===== config.mk =====
export PLATFORM = sky130hd
export DESIGN_NAME = fetch_stall_ctrl
export DESIGN_NICKNAME = d
export VERILOG_FILES = /design/src/rtl/fetch_stall_ctrl_pkg.sv /design/src/rtl/fetch_stall_ctrl_sat_counter.sv /design/src/rtl/fetch_stall_ctrl.sv
export SDC_FILE = /design/constraint.sdc
export NUM_CORES = 1
export LEC_CHECK = 0
export CAP_MARGIN = 15
export CORE_ASPECT_RATIO = 1.5
export CORE_MARGIN = 2
export CORE_UTILIZATION = 40
export CTS_BUF_LIST = sky130_fd_sc_hd__clkbuf_8 sky130_fd_sc_hd__clkbuf_16
export DETAILED_ROUTE_END_ITERATION = 10
export HOLD_SLACK_MARGIN = 0.02
export PLACE_DENSITY = 0.76
export SYNTH_ARGS = -nofsm -noshare
export SYNTH_HDL_FRONTEND = slang
export SYNTH_SLANG_ARGS = --single-unit

===== constraint.sdc =====
create_clock -name Clk -period 2.1 [get_ports Clk]
set_input_delay 0.21 -clock Clk [delete_from_list [all_inputs] [get_ports Clk]]
set_output_delay 0.21 -clock Clk [all_outputs]
set_load 0.02 [all_outputs]

===== src/rtl/fetch_stall_ctrl_pkg.sv =====
// Shared front-end definitions for the 5-stage MIPS pipeline: fetch FSM
// states and the instruction/PC constants used by the fetch stall controller.
package fetch_stall_ctrl_pkg;

    typedef enum logic [1:0] {
        RST_HOLD = 2'd0,
        RUN      = 2'd1,
        HALTED   = 2'd2
    } fetch_state_t;

    localparam logic [31:0] NOP_INSTR = 32'h0000_0000;
    localparam logic [31:0] PC_INC    = 32'd4;

endpackage


===== src/rtl/fetch_stall_ctrl_sat_counter.sv =====
// Saturating up-counter: counts Inc cycles and sticks at all-ones.
module sat_counter #(
    parameter int W = 32
) (
    input  logic         Clk,
    input  logic         Reset,
    input  logic         Inc,
    output logic [W-1:0] Count
);

    localparam logic [W-1:0] ONE = {{(W-1){1'b0}}, 1'b1};
    localparam logic [W-1:0] MAX = {W{1'b1}};

    logic [W-1:0] r_count;

    // Event counter, frozen once it reaches the maximum value.
    always_ff @(posedge Clk) begin
        if (Reset) begin
            r_count <= '0;
        end else if (Inc && (r_count != MAX)) begin
            r_count <= r_count + ONE;
        end else begin
            r_count <= r_count;
        end
    end

    assign Count = r_count;

endmodule


===== src/rtl/fetch_stall_ctrl.sv =====
// Front-end controller: owns the PC and IF/ID register, honours load-use
// stalls, branch redirects and halt, and counts stall/flush events.
module fetch_stall_ctrl
    import fetch_stall_ctrl_pkg::*;
#(
    parameter logic [31:0] RESET_PC = 32'h0000_0000,
    parameter int          CNT_W    = 32
) (
    input  logic             Clk,
    input  logic             Reset,
    input  logic             HDU_Stall,
    input  logic             HDU_Bubble,
    input  logic             Branch_Taken,
    input  logic [31:0]      Branch_Target,
    input  logic             Halt,
    input  logic [31:0]      Imem_Data,
    output logic [31:0]      Imem_Addr,
    output logic [31:0]      IFID_Instruction,
    output logic [31:0]      IFID_PCPlus4,
    output logic             IFID_Valid,
    output logic             Ctrl_Bubble,
    output logic [CNT_W-1:0] Stall_Count,
    output logic [CNT_W-1:0] Flush_Count
);

    fetch_state_t r_state;
    fetch_state_t w_next_state;

    logic [31:0] r_pc;
    logic [31:0] r_ifid_instr;
    logic [31:0] r_ifid_pcplus4;
    logic        r_ifid_valid;

    logic        w_stall;
    logic        w_flush;
    logic        w_advance;
    logic [31:0] w_pc_plus4;
    logic [31:0] w_target;

    // Per-cycle action decode; branch and halt only count when not stalled.
    always_comb begin
        w_stall    = 1'b0;
        w_flush    = 1'b0;
        w_advance  = 1'b0;
        w_pc_plus4 = r_pc + PC_INC;
        w_target   = Branch_Target & ~32'h0000_0003;
        if (r_state == RUN) begin
            w_stall   = HDU_Stall;
            w_flush   = !HDU_Stall && Branch_Taken;
            w_advance = !HDU_Stall && !Branch_Taken;
        end else begin
            w_stall   = 1'b0;
            w_flush   = 1'b0;
            w_advance = 1'b0;
        end
    end

    // FSM next-state logic; HALTED is left only through Reset.
    always_comb begin
        w_next_state = r_state;
        case (r_state)
            RST_HOLD: w_next_state = RUN;
            RUN: begin
                if (Halt && !HDU_Stall) begin
                    w_next_state = HALTED;
                end else begin
                    w_next_state = RUN;
                end
            end
            HALTED:   w_next_state = HALTED;
            default:  w_next_state = HALTED;
        endcase
    end

    // FSM state register.
    always_ff @(posedge Clk) begin
        if (Reset) begin
            r_state <= RST_HOLD;
        end else begin
            r_state <= w_next_state;
        end
    end

    // PC and IF/ID register: advance, redirect with a NOP, or hold.
    always_ff @(posedge Clk) begin
        if (Reset) begin
            r_pc           <= RESET_PC;
            r_ifid_instr   <= NOP_INSTR;
            r_ifid_pcplus4 <= 32'h0000_0000;
            r_ifid_valid   <= 1'b0;
        end else if (w_advance) begin
            r_pc           <= w_pc_plus4;
            r_ifid_instr   <= Imem_Data;
            r_ifid_pcplus4 <= w_pc_plus4;
            r_ifid_valid   <= 1'b1;
        end else if (w_flush) begin
            r_pc           <= w_target;
            r_ifid_instr   <= NOP_INSTR;
            r_ifid_pcplus4 <= 32'h0000_0000;
            r_ifid_valid   <= 1'b0;
        end else if (r_state == HALTED) begin
            r_pc           <= r_pc;
            r_ifid_instr   <= NOP_INSTR;
            r_ifid_pcplus4 <= 32'h0000_0000;
            r_ifid_valid   <= 1'b0;
        end else begin
            r_pc           <= r_pc;
            r_ifid_instr   <= r_ifid_instr;
            r_ifid_pcplus4 <= r_ifid_pcplus4;
            r_ifid_valid   <= r_ifid_valid;
        end
    end

    sat_counter #(.W(CNT_W)) u_stall_cnt (
        .Clk   (Clk),
        .Reset (Reset),
        .Inc   (w_stall),
        .Count (Stall_Count)
    );

    sat_counter #(.W(CNT_W)) u_flush_cnt (
        .Clk   (Clk),
        .Reset (Reset),
        .Inc   (w_flush),
        .Count (Flush_Count)
    );

    assign Imem_Addr        = r_pc;
    assign IFID_Instruction = r_ifid_instr;
    assign IFID_PCPlus4     = r_ifid_pcplus4;
    assign IFID_Valid       = r_ifid_valid;
    assign Ctrl_Bubble      = HDU_Bubble || (r_state != RUN);

endmodule


# Word-level counts from Yosys, hierarchy flattened
# Cells that the tools add are included.
[word_totals]
regBits = 163
out_inout_bits = 162
wordCells = 40
[classes]
addsub = 3
eq_ne = 5
muxes = 14
reduce_logical = 11
[ops]
columns = ["cell", "count"]
rows = [
  ["32-bit two-way mux", 6],
  ["32-bit by 1-bit adder with 32-bit output (second input constant)", 2],
  ["32-bit != test (second input constant)", 2],
  ["32-bit by 3-bit adder with 32-bit output (second input constant)", 1],
  ["1-bit two-way mux", 6],
  ["1-bit logical AND", 5],
  ["2-bit case mux with 2 select lines", 1],
  ["3-bit nonzero test", 1],
  ["2-bit by 1-bit equality test with 1-bit output (second input constant)", 1],
  ["2-bit equality test (second input constant)", 1],
  ["1-bit logical NOT", 2],
  ["2-bit logical NOT", 1],
  ["2-bit two-way mux", 1],
  ["2-bit by 1-bit != test with 1-bit output (second input constant)", 1],
  ["2-bit nonzero test", 1],
  ["1-bit logical OR", 1],
]

# Longest topological paths before layout
# Gate-level depths: netlist of the first run.
[logic_depth]
depth_word = 5
ltp_mapped = 9
ltp_nobuf = 7

# By module
# From an unflattened synthesis of the first run, not the netlist that was laid out.
[hier_totals]
cells_unflattened = 929
area_unflattened_um2 = 7768.7
[by_module_without_submodules]
columns = ["mod", "n_inst", "cells_each", "area_each_um2", "seq_area_each_um2"]
rows = [
  ["fetch_stall_ctrl", 1, 531, 4420.5, 1901.8],
  ["sat_counter", 2, 199, 1674.1, 640.6],
]

# Worst setup path before layout of the first run
# Ideal clock, no wire load.
[synth_path]
path_kind = "reg-to-reg"
from = "register r_pc[4] (netlist: Imem_Addr[4])"
to = "register r_pc[31] (netlist: Imem_Addr[31])"
setup_time_ns = 0.074
arrival_ns = 2.238
required_time_ns = 2.026
path_slack_ns = -0.212
stages_incl_launch_ff = 8
cell_sequence = "dfxtp_1 buf_2 and4_1 nand2b_4 or3_1 or3_1 or3_1 a31oi_1"
[synth_between]
elab_chain_len = 2
[synth_rtl]
columns = ["item", "line_no", "source"]
rows = [
  ["from (decl)", "fetch_stall_ctrl.sv:29", "logic [31:0] r_pc;"],
  ["from (signal assigned)", "fetch_stall_ctrl.sv:92", "r_pc <= w_pc_plus4;"],
  ["from (signal assigned)", "fetch_stall_ctrl.sv:97", "r_pc <= w_target;"],
  ["from (signal assigned)", "fetch_stall_ctrl.sv:102", "r_pc <= r_pc;"],
  ["32-bit by 3-bit adder with 32-bit output", "fetch_stall_ctrl.sv:45", "w_pc_plus4 = r_pc + PC_INC;"],
  ["32-bit two-way mux", "fetch_stall_ctrl.sv:91", "end else if (w_advance) begin"],
]
# No other way between the ends.
# A chain may end at the register's enable or synchronous reset.

# Worst setup path in the final report of the first run
[layout_path]
from = "register u_flush_cnt.r_count[29] (netlist: u_flush_cnt.Count[29])"
to = "register u_flush_cnt.r_count[2] (netlist: u_flush_cnt.Count[2])"
[layout_between]
elab_chain_len = 2
[layout_rtl]
columns = ["item", "line_no", "source"]
rows = [
  ["from (decl)", "fetch_stall_ctrl_sat_counter.sv:14", "logic [W-1:0] r_count;"],
  ["from (signal assigned)", "fetch_stall_ctrl_sat_counter.sv:21", "r_count <= r_count + ONE;"],
  ["from (signal assigned)", "fetch_stall_ctrl_sat_counter.sv:23", "r_count <= r_count;"],
  ["32-bit != test", "fetch_stall_ctrl_sat_counter.sv:20", "end else if (Inc && (r_count != MAX)) begin"],
  ["1-bit logical AND", "fetch_stall_ctrl_sat_counter.sv:20", ""],
]
# No other way between the ends.

==> metrics, run 1 <==
Placer Congestion=roughly 0.89; post-synthesis sequential area ratio=a little over two fifths; Setup WS pre-CTS=-0.238 ns; initial antenna violation count=0; Crit Path Max Fanout=6; routed vias=between 7000 and 8000; FMAX=around 500 MHz; final setup violation count=0; Netlist cell types=52; Fillers=1545; R2R Path Start=u_flush_cnt.Count[29]; post-synthesis cell area=roughly 7300 µm²; commonest non-fill, non-tap cells in the layout=clkdlybuf4s50_1, dfxtp_1, nor2_1, buf_4, nand2_1; clock buffer depth=2; Final HPWL DP=about 17 mm; Max Slew Vio Count=0; post-DR wirelength/cell=approximately 17 µm; Root Driver=clkbuf_16; drt drc=0; clock-pin transition on the worst setup and hold timing paths=approximately 0.070 ns; effective utilization at floorplan=roughly two fifths; # Max-Cap Violations=0; clk_skew=0.0112 ns; switch share=around 26%; CP top delay family=simple AND/OR/NAND/NOR gates; worst-path cell chain=nand4_1 > nor4_1 > buf_4 > nand4_1 > buf_4 > nand3_1 > xor2_1 > nor2_1; DRT iter0 DRCs=569; min-delay src=Reset; critical path data required time=2.40 ns; commonest non-fill, non-tap cell in the layout=clkdlybuf4s50_1; first-pass GRT wire length=around 36 mm; cells after synthesis=881; largest net degree at the start of global routing=56; Via density=5.42; maximum VDD drop=between 400 and 500 µV; Clk pwr share=~45%; crit start category=flip-flop; Die Y=170 µm; total congestion overflow=0; layout cells sized above 1=roughly an eighth; Power Internal=5.24 mW; Multi-input gate area=~4000 µm²; leak pwr=a little under 4 nW; PnR worst setup slack=around 0.077 ns; WS Path Type=flip-flop to flip-flop; final net count=roughly 1200; fin crit share=96.3%; # port buffers=about 230; vias in the first global route=approximately 7100; Avg Inst Size Synth=approximately 8.3 µm²; core area=around 18000 µm²; Post-synth top flop=dfxtp_1; Worst-Skew Late Latency=~0.43 ns; die width=about 110 µm; CP Buf/Inv Count=2; synthesized flop and latch total=~160; total design power=around 7.0 mW; crit path DAT=around 2.3 ns; antenna violation net count after detailed routing=0; slowest cell on the critical path=dfxtp_1; crit path time final=between 2 and 2.5 ns; CTS tree=yes; PD cells=between 600 and 700 nW/µm²; Worst Hold Class=input port to flip-flop; GR Util All Layers=23.2%; register area=approximately 3200 µm²; sequential share of power=between 40% and 50%; Ys Warns=0; Hold Vio Cnt, Final=0; combinational share of power=between 10% and 20%; RSZ-0062 raised after global routing=true; Cell Rows=60; NetSw=roughly 1.8 mW; H-Tree Depth=4; Sink Count=roughly 160; CP Capture Type=flip-flop; outcome=complete, no violations; TritonCTS buffer count=17; drt pass-1 iters=5; total wire length=~23 mm; slowest stage delay, CP=approximately 0.42 ns; Post-synth EDFFs=0; Async SR Flop Fraction=0%; DIE AREA=~19000 µm²; CP startpoint=u_flush_cnt.Count[29]; I/O pin count=between 200 and 250; Antenna diodes=0; P&R area growth vs syn=50.9%
what timing repair did:
item	4_1_cts	5_1_grt
setup endpoints to repair	1	22
resized for setup	1	3
hold buffers	0	0
setup buffers	0	2
pin swaps	0	0
cloned	0	0
stage by stage:
step	utilization, %	setup TNS, ns	std cells	hold slack [ns]	cell area [µm²]
after floorplan	-	-0.0240	884	0.370	7360
after global placement	58.0	-3.66	1354	0.434	10400
after detailed placement	58.0	-5.71	1354	0.446	10400
after CTS	61.3	0	1386	0.133	11000
after global routing	61.5	-0.0123	1388	0.148	11000
final	61.5	0	1388	0.149	11000
Yosys cell counts (3+ instances only):
cell type	instances	area share, %
ha_1	3	0.51
a22oi_1	54	5.5
nand3_1	50	3.4
clkbuf_1	49	2.5
or3_1	16	1.4
nand2_1	69	3.5
or2_2	3	0.26
a22o_1	9	1.1
buf_2	4	0.27
and3_1	21	1.8
nor4_1	7	0.60
and4_1	16	1.9
or4_1	4	0.41
dfxtp_1	159	44
nor2b_1	4	0.34
xnor2_1	38	4.6
nand4_1	24	2.1
xor2_1	38	4.6
inv_1	9	0.46
and2_1	5	0.43
a211oi_1	3	0.31
o31ai_1	9	0.92
buf_4	5	0.51
a31oi_1	11	0.94
nor3_1	17	1.2
nor2_1	136	7.0
o21ai_0	46	3.2
a21oi_1	38	2.6
a21o_1	4	0.41
power groups by stage:
| stage | clock, mW | combinational, mW | sequential, mW |
|---|---|---|---|
| finish | 3.17 | 0.754 | 3.12 |
| CTS | 3.22 | 0.752 | 3.12 |
| global route | 3.35 | 0.805 | 3.12 |
| floorplan | 0 | 0.288 | 3.25 |
| global placement | 0 | 0.744 | 3.18 |
| detailed placement | 0 | 0.749 | 3.19 |
path summary, 6_finish.rpt:
kind | end | slack, ns | cells after the start
worst max-delay path | u_flush_cnt.Count[2] | 0.08 | 8
worst min-delay path | IFID_Instruction[6] | 0.15 | 2
worst max register to register | u_flush_cnt.Count[2] | 0.08 | 8
worst min register to register | IFID_PCPlus4[23] | 0.45 | 2
kinds of logic after synthesis:
family | Yosys count | share of synthesized area (%)
buf+inv | 70 | 4.02
simple gates | 385 | 26.2
other cells | 1 | 0.0513
compound gates | 185 | 16.2
fa+ha+maj | 3 | 0.514
flops | 159 | 43.6
mux | 2 | 0.274
xor+xnor | 76 | 9.11
sequential cells by signal, summed over array words and instances (netlist names):
name,flops
IFID_Instruction,32
u_flush_cnt.Count,32
u_stall_cnt.Count,32
IFID_PCPlus4,30
Imem_Addr,30
r_state,2
IFID_Valid,1
final cells by class:
class                   instances  share of cell area (%)
repair buffers                316                    27.3
flip-flops and latches        159                    29.0
clock buffers                  18                    3.98
clock inverters                14                    1.42
multi-input cells             655                    35.5
inverters                       9                   0.306
well taps                     217                    2.46
metal layers:
layer	vias to the layer above	wire [µm]	GRT usage [%]	part of all wire, %
met5	-	0	0	0
met4	0	686	9.92	3.0
met3	44	1290	4.96	5.6
met2	271	11900	41.3	52
met1	3519	9080	26.4	40
li1	3689	-	-	-
No activity file was read; power rests on OpenSTA's default activity.
==> inputs of run 2 (changes only) <==
--- a/config.mk
+++ b/config.mk
@@ -9,10 +9,11 @@
 export CORE_ASPECT_RATIO = 1.5
 export CORE_MARGIN = 2
 export CORE_UTILIZATION = 40
-export CTS_BUF_LIST = sky130_fd_sc_hd__clkbuf_8 sky130_fd_sc_hd__clkbuf_16
+export CTS_BUF_LIST = sky130_fd_sc_hd__clkbuf_8
 export DETAILED_ROUTE_END_ITERATION = 10
 export HOLD_SLACK_MARGIN = 0.02
 export PLACE_DENSITY = 0.76
+export SETUP_SLACK_MARGIN = 0.3
 export SYNTH_ARGS = -nofsm -noshare
 export SYNTH_HDL_FRONTEND = slang
 export SYNTH_SLANG_ARGS = --single-unit
==> run 2 against run 1 <==
Clock skew grew 0.0029 ns. Combinational power rose by 5.8%. Worst hold slack got worse by 0.017 ns. Largest cell class unchanged. Global-route usage increased by 0.50 points. Count of clock-buffer cells in the layout rose by 1. Final area rose by 8.6%. First-iteration DRC count down 16%.
==> metrics, run 2 (synthesized netlist as in run 1, its figures left out) <==
Fillers=1355 (-12%); die width=114 µm (unchanged); GR Util All Layers=23.7% (+0.50 points); Worst Hold Class=input port to flip-flop; FMAX=500 MHz (+1.0%); CTS Hold Buffers Added=0 (unchanged); Layout Utilization=66.8% (+5.3 points); antenna violation net count after detailed routing=0 (unchanged); first-pass GRT wire length=37.0 mm (+3.4%); Root Driver=clkbuf_8; WS Path Type=flip-flop to flip-flop; critical path data required time=2.47 ns (+0.07 ns); # port buffers=225 (unchanged); DRT iter0 DRCs=479 (-16%); crit start category=flip-flop; commonest non-fill, non-tap cells in the layout=clkdlybuf4s50_1, nor2_1, dfxtp_1, buf_4, nand2_1; # Max-Cap Violations=0 (unchanged); H-Tree Depth=4 (unchanged); layout cells sized above 1=26.0% (+13 points); drt pass-1 iters=5 (unchanged); Max Slew Vio Count=0 (unchanged); core area=17900 µm² (unchanged); routed vias=7950 (+5.7%); Worst-Margin Slew=just over 0.7 ns; fin crit share=95.3% (-1.0 points); leak pwr=4.88 nW (+23%); Die Y=170 µm (unchanged); Crit Path Max Fanout=4 (-2); initial antenna violation count=0 (unchanged); max_slew headroom=51.6%; Via density=5.58 (+2.9%); post-DR wirelength/cell=17.4 µm (+5.0%); PD cells=529 nW/µm² (-17%); vias in the first global route=7460 (+5.6%); Hold Vio Cnt, Final=0 (unchanged); largest net degree at the start of global routing=71 (+27%); outcome=complete, no violations; Worst-Skew Late Latency=0.45 ns (+0.02 ns); DIE AREA=19400 µm² (unchanged); RSZ-0062 raised after global routing=true; clock buffer depth=2 (unchanged); Cell Rows=60 (unchanged); Sink Count=159 (unchanged); final net count=1268 (+3.0%); TritonCTS buffer count=17 (unchanged); commonest non-fill, non-tap cell in the layout=clkdlybuf4s50_1; crit path DAT=2.37 ns (+0.05 ns); hold slack=0.132 ns (-0.0169 ns); Final HPWL DP=16.1 mm (-3.4%); Fin Setup TNS=0 ns (unchanged); Placer Congestion=0.872 (-2.5%); effective utilization at floorplan=40.7% (unchanged); total design power=6.34 mW (-9.9%); P&R area growth vs syn=64.0%; Antenna diodes=0 (unchanged); final setup violation count=0 (unchanged); maximum VDD drop=463 µV (-0.57%); crit path time final=2.00 ns (-0.0210 ns); total wire length=24.7 mm (+7.8%); clock-pin transition on the worst setup and hold timing paths=0.09 ns (+0.02 ns); total congestion overflow=0 (unchanged); CTS tree=yes; I/O pin count=232 (unchanged); CP Capture Type=flip-flop; drt drc=0 (unchanged); clk_skew=0.0141 ns (+0.00292 ns)
==> run 2: final timing paths <==
path	start	endpoint	slack, ns	cells after the start
hold / removal	Reset	Imem_Addr[24]	0.13	2
hold reg to reg	IFID_PCPlus4[18]	IFID_PCPlus4[18]	0.45	2
setup / recovery	Imem_Addr[8]	Imem_Addr[31]	0.1	6
setup reg to reg	Imem_Addr[8]	Imem_Addr[31]	0.1	6
==> run 2: power by group <==
group          switching [mW]  internal (mW)  total [mW]
logic                   0.417          0.381       0.798
registers              0.0511           3.05        3.10
clock network            1.19           1.24        2.44
==> run 2: timing repair <==
| action | CTS | global route |
|---|---|---|
| hold endpoints to repair | 0 | 0 |
| gates resized for setup | 69 | 148 |
| endpoints found under the setup margin | 105 | 131 |
| buffers inserted | 23 | 37 |
| gates cloned | 0 | 1 |
| pin swaps | 37 | 81 |
==> run 2: layout make-up <==
cell class	instances	area (µm²)	share of cell area, %
timing repair buffer	353	3460	28.9
clock inverter	13	161	1.35
clock buffer	19	262	2.18
tap	217	272	2.27
inverter	9	33.8	0.282
sequential	159	3290	27.5
multi-input combinational	655	4500	37.6
==> run 2: stage by stage <==
step	worst slack, ns	instance area, µm²	cells
after floorplan	0.0219	7510	884
after global placement	-0.0718	10300	1332
after detailed placement	-0.0953	10300	1332
after CTS	0.144	11200	1387
after global routing	0.0358	12000	1425
final	0.0984	12000	1425
==> run 2: critical path, stage by stage (launching register included) <==
cell and delay (ns):
dfxtp_2 0.38, nand3_2 0.10, nand2b_4 0.15, or3_4 0.39, or3_4 0.41, or3_4 0.33, a31oi_1 0.16
==> run 2: routing by layer <==
| metal | up-vias | part of all wire (%) | GRT usage [%] |
|---|---|---|---|
| met4 | 0 | 4.2 | 11.6 |
| met3 | 82 | 5.1 | 4.75 |
| met1 | 3797 | 38 | 26.7 |
| li1 | 3755 | - | - |
| met5 | - | 0 | 0 |
| met2 | 316 | 52 | 42.0 |
